--- config.mk ---
export PLATFORM = sky130hd
export DESIGN_NAME = hazard_ctrl_mc
export DESIGN_NICKNAME = d
export VERILOG_FILES = /design/src/rtl/hazard_ctrl_mc.sv
export SDC_FILE = /design/constraint.sdc
export NUM_CORES = 1
export LEC_CHECK = 0
export CORE_MARGIN = 3
export CORE_UTILIZATION = 25
export DETAILED_ROUTE_END_ITERATION = 10
export HOLD_SLACK_MARGIN = 0.05
export PLACE_DENSITY = 0.54
export RECOVER_POWER = 100
export SLEW_MARGIN = 10
export SYNTH_ARGS = -nofsm -noshare
export SYNTH_HDL_FRONTEND = slang
export SYNTH_SLANG_ARGS = --single-unit
--- constraint.sdc ---
create_clock -name clk -period 4.2 [get_ports clk]
set_input_delay 0.42 -clock clk [delete_from_list [all_inputs] [get_ports clk]]
set_output_delay 0.42 -clock clk [all_outputs]
set_load 0.02 [all_outputs]
--- src/rtl/hazard_ctrl_mc.sv ---
// Hazard/forwarding controller for the 5-stage RV32 pipeline: forwarding, load-use,
// multi-cycle EXE and variable-latency memory stalls. Optional perf counters: HAZ_PERF_CNT_EN.
module hazard_ctrl_mc #(
    parameter int unsigned REG_AW = 5,
    parameter int unsigned MC_LAT = 4,
    parameter int unsigned MEM_TO = 255
`ifdef HAZ_PERF_CNT_EN
    ,
    parameter int unsigned CNT_W  = 32
`endif
) (
    input  logic              clk,
    input  logic              rst,
    input  logic              Branch_ID,
    input  logic              rs1use_ID,
    input  logic              rs2use_ID,
    input  logic [REG_AW-1:0] rs1_ID,
    input  logic [REG_AW-1:0] rs2_ID,
    input  logic [REG_AW-1:0] rd_EXE,
    input  logic [REG_AW-1:0] rd_MEM,
    input  logic [REG_AW-1:0] rs2_EXE,
    input  logic              RegWrite_EXE,
    input  logic              RegWrite_MEM,
    input  logic              DatatoReg_EXE,
    input  logic              DatatoReg_MEM,
    input  logic              mc_op_EXE,
    input  logic              MemAccess_MEM,
    input  logic              mem_ready,
    output logic              PC_EN_IF,
    output logic              reg_FD_EN,
    output logic              reg_DE_EN,
    output logic              reg_EM_EN,
    output logic              reg_MW_EN,
    output logic              reg_FD_flush,
    output logic              reg_DE_flush,
    output logic              reg_EM_flush,
    output logic              reg_MW_flush,
    output logic [1:0]        forward_ctrl_A,
    output logic [1:0]        forward_ctrl_B,
    output logic              forward_ctrl_ls,
    output logic              mc_go,
    output logic              mem_err,
    output logic [1:0]        state_o
`ifdef HAZ_PERF_CNT_EN
    ,
    output logic [CNT_W-1:0]  perf_lu,
    output logic [CNT_W-1:0]  perf_mc,
    output logic [CNT_W-1:0]  perf_mem
`endif
);

    localparam logic [1:0] S_RUN      = 2'd0;
    localparam logic [1:0] S_MC_WAIT  = 2'd1;
    localparam logic [1:0] S_MEM_WAIT = 2'd2;

    localparam int unsigned    WCW       = $clog2(MEM_TO + 2);
    localparam logic [7:0]     MC_INIT   = 8'(MC_LAT - 2);
    localparam logic [WCW-1:0] WCNT_MAX  = WCW'(MEM_TO);
    localparam logic [WCW-1:0] WCNT_LAST = WCW'(MEM_TO - 1);

    logic [1:0]     state;
    logic [1:0]     ret;
    logic [7:0]     cnt;
    logic [WCW-1:0] wcnt;

    logic hit_e1, hit_e2, hit_m1, hit_m2;
    logic load_use, mem_stall, mc_stall;

    always_comb begin
        hit_e1 = rs1use_ID & (rs1_ID != '0) & (rs1_ID == rd_EXE) & RegWrite_EXE;
        hit_e2 = rs2use_ID & (rs2_ID != '0) & (rs2_ID == rd_EXE) & RegWrite_EXE;
        hit_m1 = rs1use_ID & (rs1_ID != '0) & (rs1_ID == rd_MEM) & RegWrite_MEM;
        hit_m2 = rs2use_ID & (rs2_ID != '0) & (rs2_ID == rd_MEM) & RegWrite_MEM;
    end

    // A load in EXE cannot forward; it falls through to the MEM match (or stalls).
    function automatic logic [1:0] fwd_sel(input logic he, input logic hm,
                                           input logic ld_exe, input logic ld_mem);
        if (he && !ld_exe)
            return 2'b01;
        else if (hm)
            return ld_mem ? 2'b11 : 2'b10;
        else
            return 2'b00;
    endfunction

    always_comb begin
        load_use = (hit_e1 | hit_e2) & DatatoReg_EXE;
        if (state == S_MEM_WAIT)
            mem_stall = ~mem_ready;
        else
            mem_stall = MemAccess_MEM & ~mem_ready;
        mc_stall = ((state == S_RUN) & mc_op_EXE & ~mem_stall) |
                   ((state == S_MC_WAIT) & (cnt != '0));
    end

    always_comb begin
        PC_EN_IF        = 1'b1;
        reg_FD_EN       = 1'b1;
        reg_DE_EN       = 1'b1;
        reg_EM_EN       = 1'b1;
        reg_MW_EN       = 1'b1;
        reg_FD_flush    = 1'b0;
        reg_DE_flush    = 1'b0;
        reg_EM_flush    = 1'b0;
        reg_MW_flush    = 1'b0;
        forward_ctrl_A  = fwd_sel(hit_e1, hit_m1, DatatoReg_EXE, DatatoReg_MEM);
        forward_ctrl_B  = fwd_sel(hit_e2, hit_m2, DatatoReg_EXE, DatatoReg_MEM);
        forward_ctrl_ls = DatatoReg_MEM & RegWrite_MEM & (rd_MEM == rs2_EXE) &
                          (rs2_EXE != '0);
        mc_go           = (state == S_RUN) & mc_op_EXE & ~mem_stall;

        if (mem_stall) begin
            PC_EN_IF     = 1'b0;
            reg_FD_EN    = 1'b0;
            reg_DE_EN    = 1'b0;
            reg_EM_EN    = 1'b0;
            reg_MW_flush = 1'b1;
        end else if (mc_stall) begin
            PC_EN_IF     = 1'b0;
            reg_FD_EN    = 1'b0;
            reg_DE_EN    = 1'b0;
            reg_EM_flush = 1'b1;
        end else if (load_use) begin
            PC_EN_IF     = 1'b0;
            reg_FD_EN    = 1'b0;
            reg_DE_flush = 1'b1;
        end else begin
            reg_FD_flush = Branch_ID;
        end

        if (rst) begin
            PC_EN_IF        = 1'b1;
            reg_FD_EN       = 1'b1;
            reg_DE_EN       = 1'b1;
            reg_EM_EN       = 1'b1;
            reg_MW_EN       = 1'b1;
            reg_FD_flush    = 1'b1;
            reg_DE_flush    = 1'b1;
            reg_EM_flush    = 1'b1;
            reg_MW_flush    = 1'b1;
            forward_ctrl_A  = 2'b00;
            forward_ctrl_B  = 2'b00;
            forward_ctrl_ls = 1'b0;
            mc_go           = 1'b0;
        end
    end

    // cnt stays frozen while a memory stall interrupts MC_WAIT; ret remembers where to resume.
    always_ff @(posedge clk) begin
        if (rst) begin
            state   <= S_RUN;
            ret     <= S_RUN;
            cnt     <= '0;
            wcnt    <= '0;
            mem_err <= 1'b0;
        end else begin
            case (state)
                S_RUN: begin
                    if (mem_stall) begin
                        state <= S_MEM_WAIT;
                        ret   <= S_RUN;
                        wcnt  <= '0;
                    end else if (mc_op_EXE) begin
                        cnt   <= MC_INIT;
                        state <= S_MC_WAIT;
                    end
                end
                S_MC_WAIT: begin
                    if (mem_stall) begin
                        state <= S_MEM_WAIT;
                        ret   <= S_MC_WAIT;
                        wcnt  <= '0;
                    end else if (cnt != '0) begin
                        cnt <= cnt - 8'd1;
                    end else begin
                        state <= S_RUN;
                    end
                end
                S_MEM_WAIT: begin
                    if (mem_ready) begin
                        state <= ret;
                        wcnt  <= '0;
                    end else begin
                        if (wcnt != WCNT_MAX)
                            wcnt <= wcnt + 1'b1;
                        if (wcnt == WCNT_LAST)
                            mem_err <= 1'b1;
                    end
                end
                default: state <= S_RUN;
            endcase
        end
    end

    assign state_o = state;

`ifdef HAZ_PERF_CNT_EN
    always_ff @(posedge clk) begin
        if (rst) begin
            perf_lu  <= '0;
            perf_mc  <= '0;
            perf_mem <= '0;
        end else if (mem_stall) begin
            if (perf_mem != '1)
                perf_mem <= perf_mem + 1'b1;
        end else if (mc_stall) begin
            if (perf_mc != '1)
                perf_mc <= perf_mc + 1'b1;
        end else if (load_use) begin
            if (perf_lu != '1)
                perf_lu <= perf_lu + 1'b1;
        end
    end
`endif

endmodule
==> results of run 1 <==
-- per-stage QoR --
step                      instance area [sq um]  util (%)  worst slack [ns]
after detailed placement                   2150      36.1              1.06
after global placement                     2150      36.1              1.05
after floorplan                            1560         -              1.90
after global routing                       2190      36.7             0.741
final                                      2190      36.7             0.929
after CTS                                  2200      36.9              1.03
-- cell type report --
cell class | count | share of cell area [%]
flip-flops and latches | 21 | 19.2
repair buffers | 55 | 24.8
clock buffers | 4 | 2.06
well taps | 75 | 4.29
multi-input cells | 156 | 48.3
inverters | 8 | 1.37
-- how the worst max path moves through the flow --
stage	slack (ns)	from	endpoint	cells past startpoint
global placement	1.05	mem_ready	PC_EN_IF	7
finish	0.93	mem_ready	PC_EN_IF	7
floorplan	1.90	mem_ready	reg_FD_EN	7
CTS	1.03	rs1_ID[4]	reg_DE_flush	7
detailed placement	1.06	rs1_ID[4]	reg_DE_flush	7
global route	0.74	mem_ready	reg_EM_flush	6
-- sequential cells by signal, summed over array words and instances (netlist names) --
| signal | cells |
|---|---|
| cnt | 8 |
| mem_err | 1 |
| ret | 1 |
| state_o | 2 |
| wcnt | 9 |
-- worst min-delay path, stage by stage, from the launching register on --
cell,delay (ns)
dfxtp_1,0.33
nand2_1,0.06
a21oi_1,0.05
-- logic make-up after synthesis --
kind of cell,Yosys count,synth area share [%]
and+or+nand+nor,83,28.9
buffers and inverters,16,4.67
adders and majority gates,5,4.02
AOI/OAI and AO/OA,32,15.4
muxes,1,0.644
other,1,0.241
xor gates and xnor gates,34,19.1
DFF,21,27.0
-- power breakdown --
part           total (mW)  leakage (nW)  internal (mW)  switching (mW)
sequential          0.226         0.171          0.212          0.0142
combinational       0.193         0.637         0.0970          0.0957
clock               0.132        0.0228         0.0676          0.0640
-- cells in the final DEF (no fill, tap or decap), drive strengths merged, types with 6 or more instances in the layout --
master and n:
inv 8, xor2 18, nor2 23, nand2 12, nor3 9, xnor2 16, nand2b 6, dlygate4sd3 18
dfxtp 21, clkdlybuf4s50 35, nand4 9, nor4 6
-- metal layers --
metal	vias to the layer above	global-route usage, %
met5	-	0
met4	0	2.59
met3	4	2.62
met2	26	18.3
met1	652	15.5
li1	778	-
==> results.yml, run 1 <==
cts:
  root_buffer: "clkbuf_8"
  cts_setup_buffers: 0
  cts_tree: "done"
  clock_latency_ns: 0.26
  cts_max_level: 1
  cts_resized: 0
  cts.sink_count: 21
  numCtsBuffers: 3
  cts_hold_buffers: 0
  path_clk_slew_ns: 0.07
  cts.path.max_buffers: 2
drt:
  drt_pass1_iterations: 4
  wl_met2_um: 1890
  vias: 1460
  dr.max_layer_used: "met4"
  wl_per_cell_um: 12.4
  drc_errors: 0
  drt-met1-wl_um: 1880
  wl_met3_um: 151
  wl_um: 3960
  drt_iter0_markers: 70
  ant_nets: 0
  vias_per_cell: 4.58
floorplan:
  dieArea_sq_mm: 0.00720
  num_io_pins: 55
  die_x_um: 84.9
  core_area_sq_mm: 0.00596
  initial_core_util_pct: 26.1
  dieHeight_um: 84.9
  placementRows: 28
yosys:
  synth_nets: 235
  synthTopCellsByArea: "dfxtp_1 (27%), xor2_1 (10%), xnor2_1 (9.0%)"
  ys_types: 44
  syn_area_sq_mm: 0.00156
  synth_ff_type: "dfxtp_1"
  synth_edf_count: 0
  netlist_instances: 193
  synth-seq-cells: 21
  yosysMostFrequentCell: "nor2_1"
  ys_top_cells_by_count: "nor2_1 (23), dfxtp_1 (21), xor2_1 (18), xnor2_1 (16), nand2_1 (12)"
  synth-seq-area-share_pct: 27.0
  synth_top_area_share_pct: 27.0
  yosys_warnings: 0
  avgSynthCellArea_sq_um: 8.06
  yosysTopAreaCell: "dfxtp_1"
  async_reset_ff_share_pct: 0
global_route:
  grt_max_degree: 20
  overflow: 0
  track_usage_pct: 11.4
  grt_pass1_vias: 1351
  antenna_found_initial: 0
  grt_pass1_wl_um: 6720
finish:
  n_antenna_cell: 0
  drive_gt1_share_pct: 4.51
  finalNetCount: 287
  instances_no_fill: 319
  syn_to_final_growth_pct: 40.7
  ff_latch_area_sq_um: 420
  fillers: 614
  multi_input_area_sq_mm: 0.00106
placement:
  hpwl_um: 3330
  dp_cells: 315
  gp_congestion: 0.767
  portBuffers: 53
timing:
  slew_viol_final: 0
  setup_viol: 0
  tightestPinTransition_ns: 0.511
  hold_viol_final: 0
  finClkSkew_ns: 0.00195
  fmax_mhz: 306
  rsz0062_at_grt: "false"
  fin_setup_tns_ns: 0
  slew_headroom_pct: 65.6
  finalCritPeriodShare_pct: 77.9
  holdWs_ns: 0.480
  min_period_ns: 3.27
critical_path:
  reg2reg_to: "wcnt[1]"
  cp_slowest_stage_delay_ns: 0.69
  critPathSlowestCell: "dlygate4sd3_1"
  rrSetupSlack_ns: 1.77
  timing.rr.start: "wcnt[4]"
  path_class: "in2out"
  path_delay_family: "buffers and inverters"
  path_max_fanout: 10
  cp_cell_sequence: "dlygate4sd3_1 -> nor2b_1 -> nor4b_4 -> nor3_1 -> inv_1 -> o21bai_1 -> dlygate4sd3_1"
  critPathCaptureType: "output port"
  path_buf_inv: 3
  worstPathArrival_ns: 2.85
  cpMostUsedCell: "dlygate4sd3_1"
  reg2regPathDepth: 10
  worst_setup_path_start_kind: "input pin"
  crit_required_ns: 3.78
worst_hold_path:
  hold_class: "reg2reg"
  min_from: "cnt[0]"
  whs_endpoint: "cnt[0]"
  worstHoldPathCells: 2
flow_run:
  maxCapViolations: 0
run_status:
  outcome: "completed"
power:
  p_leak_nw: 0.830
  p_total_uw: 550
  ir_drop_v: 0.000141
  powerDensity_mw_per_mm2: 252
Note: power is estimated with default switching activity, not from simulation.
==> inputs of run 2 (changes only) <==
Clock period 4.2 ns to 3.4 ns, I/O delays scaled along.
==> results.yml, run 2 (same netlist as run 1, synthesis figures left out) <==
timing:
  setup_viol: 0
  slew_viol_final: 0
  slew_headroom_pct: 62.2
  fin_setup_tns_ns: 0
  tightestPinTransition_ns: 0.568
  min_period_ns: 3.05
  finalCritPeriodShare_pct: 89.7
  hold_viol_final: 0
  fmax_mhz: 328
  rsz0062_at_grt: "false"
  finClkSkew_ns: 0.00663
  setup_slack_ns: 0.349
drt:
  wl_um: 4090
  drt_iter0_markers: 52
  vias_per_cell: 4.56
  drt_pass1_iterations: 4
  drc_errors: 0
  wl_per_cell_um: 12.8
  ant_nets: 0
  vias: 1458
critical_path:
  rrSetupSlack_ns: 1.06
  path_class: "in2out"
  worst_setup_path_start_kind: "input pin"
  critPathCaptureType: "output port"
  worstSetupStartpoint: "rs1_ID[4]"
  path_max_fanout: 3
  timing.rr.start: "wcnt[5]"
  reg2reg_to: "wcnt[8]"
  worstPathArrival_ns: 2.71
  cp-endpoint: "reg_DE_flush"
  crit_required_ns: 3.06
  reg2regPathDepth: 9
cts:
  cts.path.max_buffers: 2
  cts_tree: "done"
  cts_setup_buffers: 0
  clock_latency_ns: 0.26
  root_buffer: "clkbuf_8"
  cts_resized: 0
  cts.sink_count: 21
  cts_max_level: 1
  numCtsBuffers: 3
  path_clk_slew_ns: 0.08
  cts_hold_buffers: 0
power:
  ir_drop_v: 0.000264
  seqPwrFrac_pct: 40.9
  p_clk_share_pct: 24.0
  intPower_uw: 465
  p_leak_nw: 0.841
  power_switching_share_pct: 32.1
  power_switching_uw: 220
  powerDensity_mw_per_mm2: 311
  pwr-share-comb_pct: 35.1
placement:
  hpwl_um: 3350
  pre_cts_slack_ns: 0.414
  portBuffers: 53
  gp_congestion: 0.782
finish:
  drive_gt1_share_pct: 5.71
  finalNetCount: 288
  mostFrequentLayoutCells: "clkdlybuf4s50_1 (35), nor2_1 (23), dfxtp_1 (21)"
  syn_to_final_growth_pct: 41.5
  top_register: "wcnt"
  largest_reg_flops: 9
  fin_util_pct: 37.0
  mostFrequentLayoutCell: "clkdlybuf4s50_1"
  n_antenna_cell: 0
run_status:
  outcome: "completed"
floorplan:
  num_io_pins: 55
  placementRows: 28
  dieHeight_um: 84.9
  die_x_um: 84.9
  core_area_sq_mm: 0.00596
  dieArea_sq_mm: 0.00720
  initial_core_util_pct: 26.1
global_route:
  grt_max_degree: 19
  grt_pass1_vias: 1420
  track_usage_pct: 11.8
  overflow: 0
  antenna_found_initial: 0
  grt_pass1_wl_um: 7070
worst_hold_path:
  hold_class: "reg2reg"
flow_run:
  maxCapViolations: 0
==> run 2: cell count changes in the layout (fill, tap and decap cells not counted) <==
cell and delta:
clkbuf_1 -2, buf_4 +2, clkinv_2 +1
==> run 2: final cells by class <==
type                    count  area, sq um
clock inverters             1         5.00
inverters                   8         30.0
well taps                  75         93.8
fillers                   636         3750
clock buffers               3         41.3
multi-input cells         156         1060
repair buffers             56          553
flip-flops and latches     21          420
==> run 2: per-stage QoR <==
stage | total power [mW] | cell area, sq um | hold WS (ns) | cells
finish | 0.685 | 2200 | 0.481 | 320
global route | 0.733 | 2200 | 0.508 | 320
CTS | 0.702 | 2210 | 0.482 | 320
detailed placement | 0.533 | 2160 | 0.463 | 316
global placement | 0.533 | 2160 | 0.464 | 316
floorplan | 0.432 | 1560 | 0.446 | 193
==> run 2: power groups by stage <==
stage | sequential (mW) | clock, mW | combinational (mW)
6_report | 0.280 | 0.164 | 0.241
3_3_place_gp | 0.286 | 0 | 0.247
3_5_place_dp | 0.286 | 0 | 0.247
5_1_grt | 0.283 | 0.183 | 0.267
4_1_cts | 0.280 | 0.173 | 0.248
2_1_floorplan | 0.284 | 0 | 0.148
==> run 2: metal layers <==
layer / global-route usage (%) / share of wire [%] / vias to the layer above
li1: - / - / 776
met1: 16.8 / 50 / 660
met2: 18.5 / 47 / 20
met3: 2.33 / 2.9 / 2
met4: 2.59 / 0.54 / 0
met5: 0 / 0 / -
==> run 2: worst min path at each step <==
stage,from,endpoint,slack (ns),cells past startpoint
global placement,cnt[0],cnt[0],0.46,2
finish,cnt[7],cnt[7],0.48,2
detailed placement,mem_err,mem_err,0.46,2
floorplan,cnt[0],cnt[0],0.45,2
global route,cnt[0],cnt[0],0.51,2
CTS,cnt[7],cnt[7],0.48,2
==> run 2: critical path, stage by stage <==
cell and delay, ns:
clkdlybuf4s50_1 0.48, xor2_1 0.19, nor4_1 0.32, nand4_1 0.20, a21boi_0 0.35, a21o_1 0.17
dlygate4sd3_1 0.66
==> inputs of run 3 (changes only) <==
Settings changed: CORE_MARGIN 3 to 2, PLACE_DENSITY 0.54 to default, PLACE_DENSITY_LB_ADDON from default to 0.3, SLEW_MARGIN 10 to default.
==> results.yml, run 3 (same netlist as run 1, synthesis figures left out) <==
timing:
  slew_headroom_pct: 58.2
  setup_viol: 0
  finClkSkew_ns: 0.00428
  setup_slack_ns: 0.301
  rsz0062_at_grt: "false"
  slew_viol_final: 0
  min_period_ns: 3.10
  tightestPinTransition_ns: 0.620
  finalCritPeriodShare_pct: 91.1
  fin_setup_tns_ns: 0
  fmax_mhz: 323
  hold_viol_final: 0
placement:
  dp_cells: 316
  gp_congestion: 0.804
  hpwl_um: 3210
  portBuffers: 53
  pre_cts_slack_ns: 0.340
floorplan:
  initial_core_util_pct: 26.1
  core_area_sq_mm: 0.00596
  dieHeight_um: 82.9
  placementRows: 28
  dieArea_sq_mm: 0.00687
  num_io_pins: 55
  die_x_um: 82.9
finish:
  fin_util_pct: 36.9
  mostFrequentLayoutCell: "clkdlybuf4s50_1"
  largest_reg_flops: 9
  drive_gt1_share_pct: 4.90
  instances_no_fill: 320
  fillers: 649
  finalNetCount: 288
  top_register: "wcnt"
  mostFrequentLayoutCells: "clkdlybuf4s50_1 (35), nor2_1 (23), dfxtp_1 (21)"
  n_antenna_cell: 0
  syn_to_final_growth_pct: 41.2
critical_path:
  rrSetupSlack_ns: 1.00
  timing.rr.start: "wcnt[5]"
  path_max_fanout: 3
  path_buf_inv: 2
  worstSetupStartpoint: "rs1_ID[0]"
  worst_setup_path_start_kind: "input pin"
  path_delay_family: "buffers and inverters"
  path_class: "in2out"
  crit_required_ns: 3.06
  critPathCaptureType: "output port"
  cp_cell_sequence: "clkdlybuf4s50_1 -> xor2_1 -> nor4_1 -> nand4_1 -> a21boi_0 -> a21o_1 -> dlygate4sd3_1"
  critPathSlowestCell: "dlygate4sd3_1"
  cp_slowest_stage_delay_ns: 0.67
  worstPathArrival_ns: 2.76
global_route:
  grt_pass1_vias: 1455
  antenna_found_initial: 0
  track_usage_pct: 11.7
  overflow: 0
  grt_max_degree: 19
  grt_pass1_wl_um: 6850
power:
  ir_drop_v: 0.000173
  p_leak_nw: 0.835
  powerDensity_mw_per_mm2: 312
  p_total_uw: 685
cts:
  clock_latency_ns: 0.26
  cts.sink_count: 21
  numCtsBuffers: 3
  path_clk_slew_ns: 0.08
  cts_tree: "done"
  cts.path.max_buffers: 2
  cts_resized: 0
  cts_hold_buffers: 0
  root_buffer: "clkbuf_8"
  cts_setup_buffers: 0
  cts_max_level: 1
worst_hold_path:
  hold_class: "reg2reg"
  min_from: "cnt[0]"
run_status:
  outcome: "completed"
drt:
  drt_iter0_markers: 76
  ant_nets: 0
  wl_um: 3960
  vias: 1466
  drt_pass1_iterations: 4
  vias_per_cell: 4.58
  wl_met2_um: 1820
  dr.max_layer_used: "met4"
  wl_met3_um: 112
  drt-met1-wl_um: 1980
  drc_errors: 0
  wl_per_cell_um: 12.4
flow_run:
  maxCapViolations: 0
[run 3: worst paths after layout]
| check | end | depth (start not counted) |
|---|---|---|
| max | reg_DE_flush | 7 |
| min | cnt[0] | 2 |
| max reg2reg | wcnt[8] | 10 |
| min reg2reg | cnt[0] | 2 |
[run 3: cell type report]
type	instances	area, sq um	share of cell area, %
Sequential cell	21	420	19.1
Clock buffer	4	45.0	2.05
Tap cell	75	93.8	4.27
Multi-Input combinational cell	156	1060	48.1
Timing Repair Buffer	56	549	25.0
Inverter	8	30.0	1.37
[run 3: worst reg2reg max path: cells and delay by family (launching register included)]
family | cells | cell delay (ns)
simple gates | 5 | 0.99
buf+inv | 1 | 0.42
compound gates | 3 | 0.37
flops | 1 | 0.33
fa+ha+maj | 1 | 0.16
[run 3: power by group]
part	internal [mW]	switching [mW]	leakage [nW]
clock network	0.0834	0.0825	0.0228
logic	0.121	0.118	0.641
registers	0.262	0.0185	0.171
[run 3: per-stage QoR]
stage / hold WS [ns] / area (sq um)
after floorplan: 0.446 / 1560
after global placement: 0.469 / 2160
after detailed placement: 0.475 / 2160
after CTS: 0.487 / 2200
after global routing: 0.520 / 2200
final: 0.489 / 2200
[run 3: routing by layer]
layer	vias up	track usage [%]
met5	-	0
met4	0	1.94
met3	4	2.39
met2	21	20.1
met1	666	15.3
li1	775	-
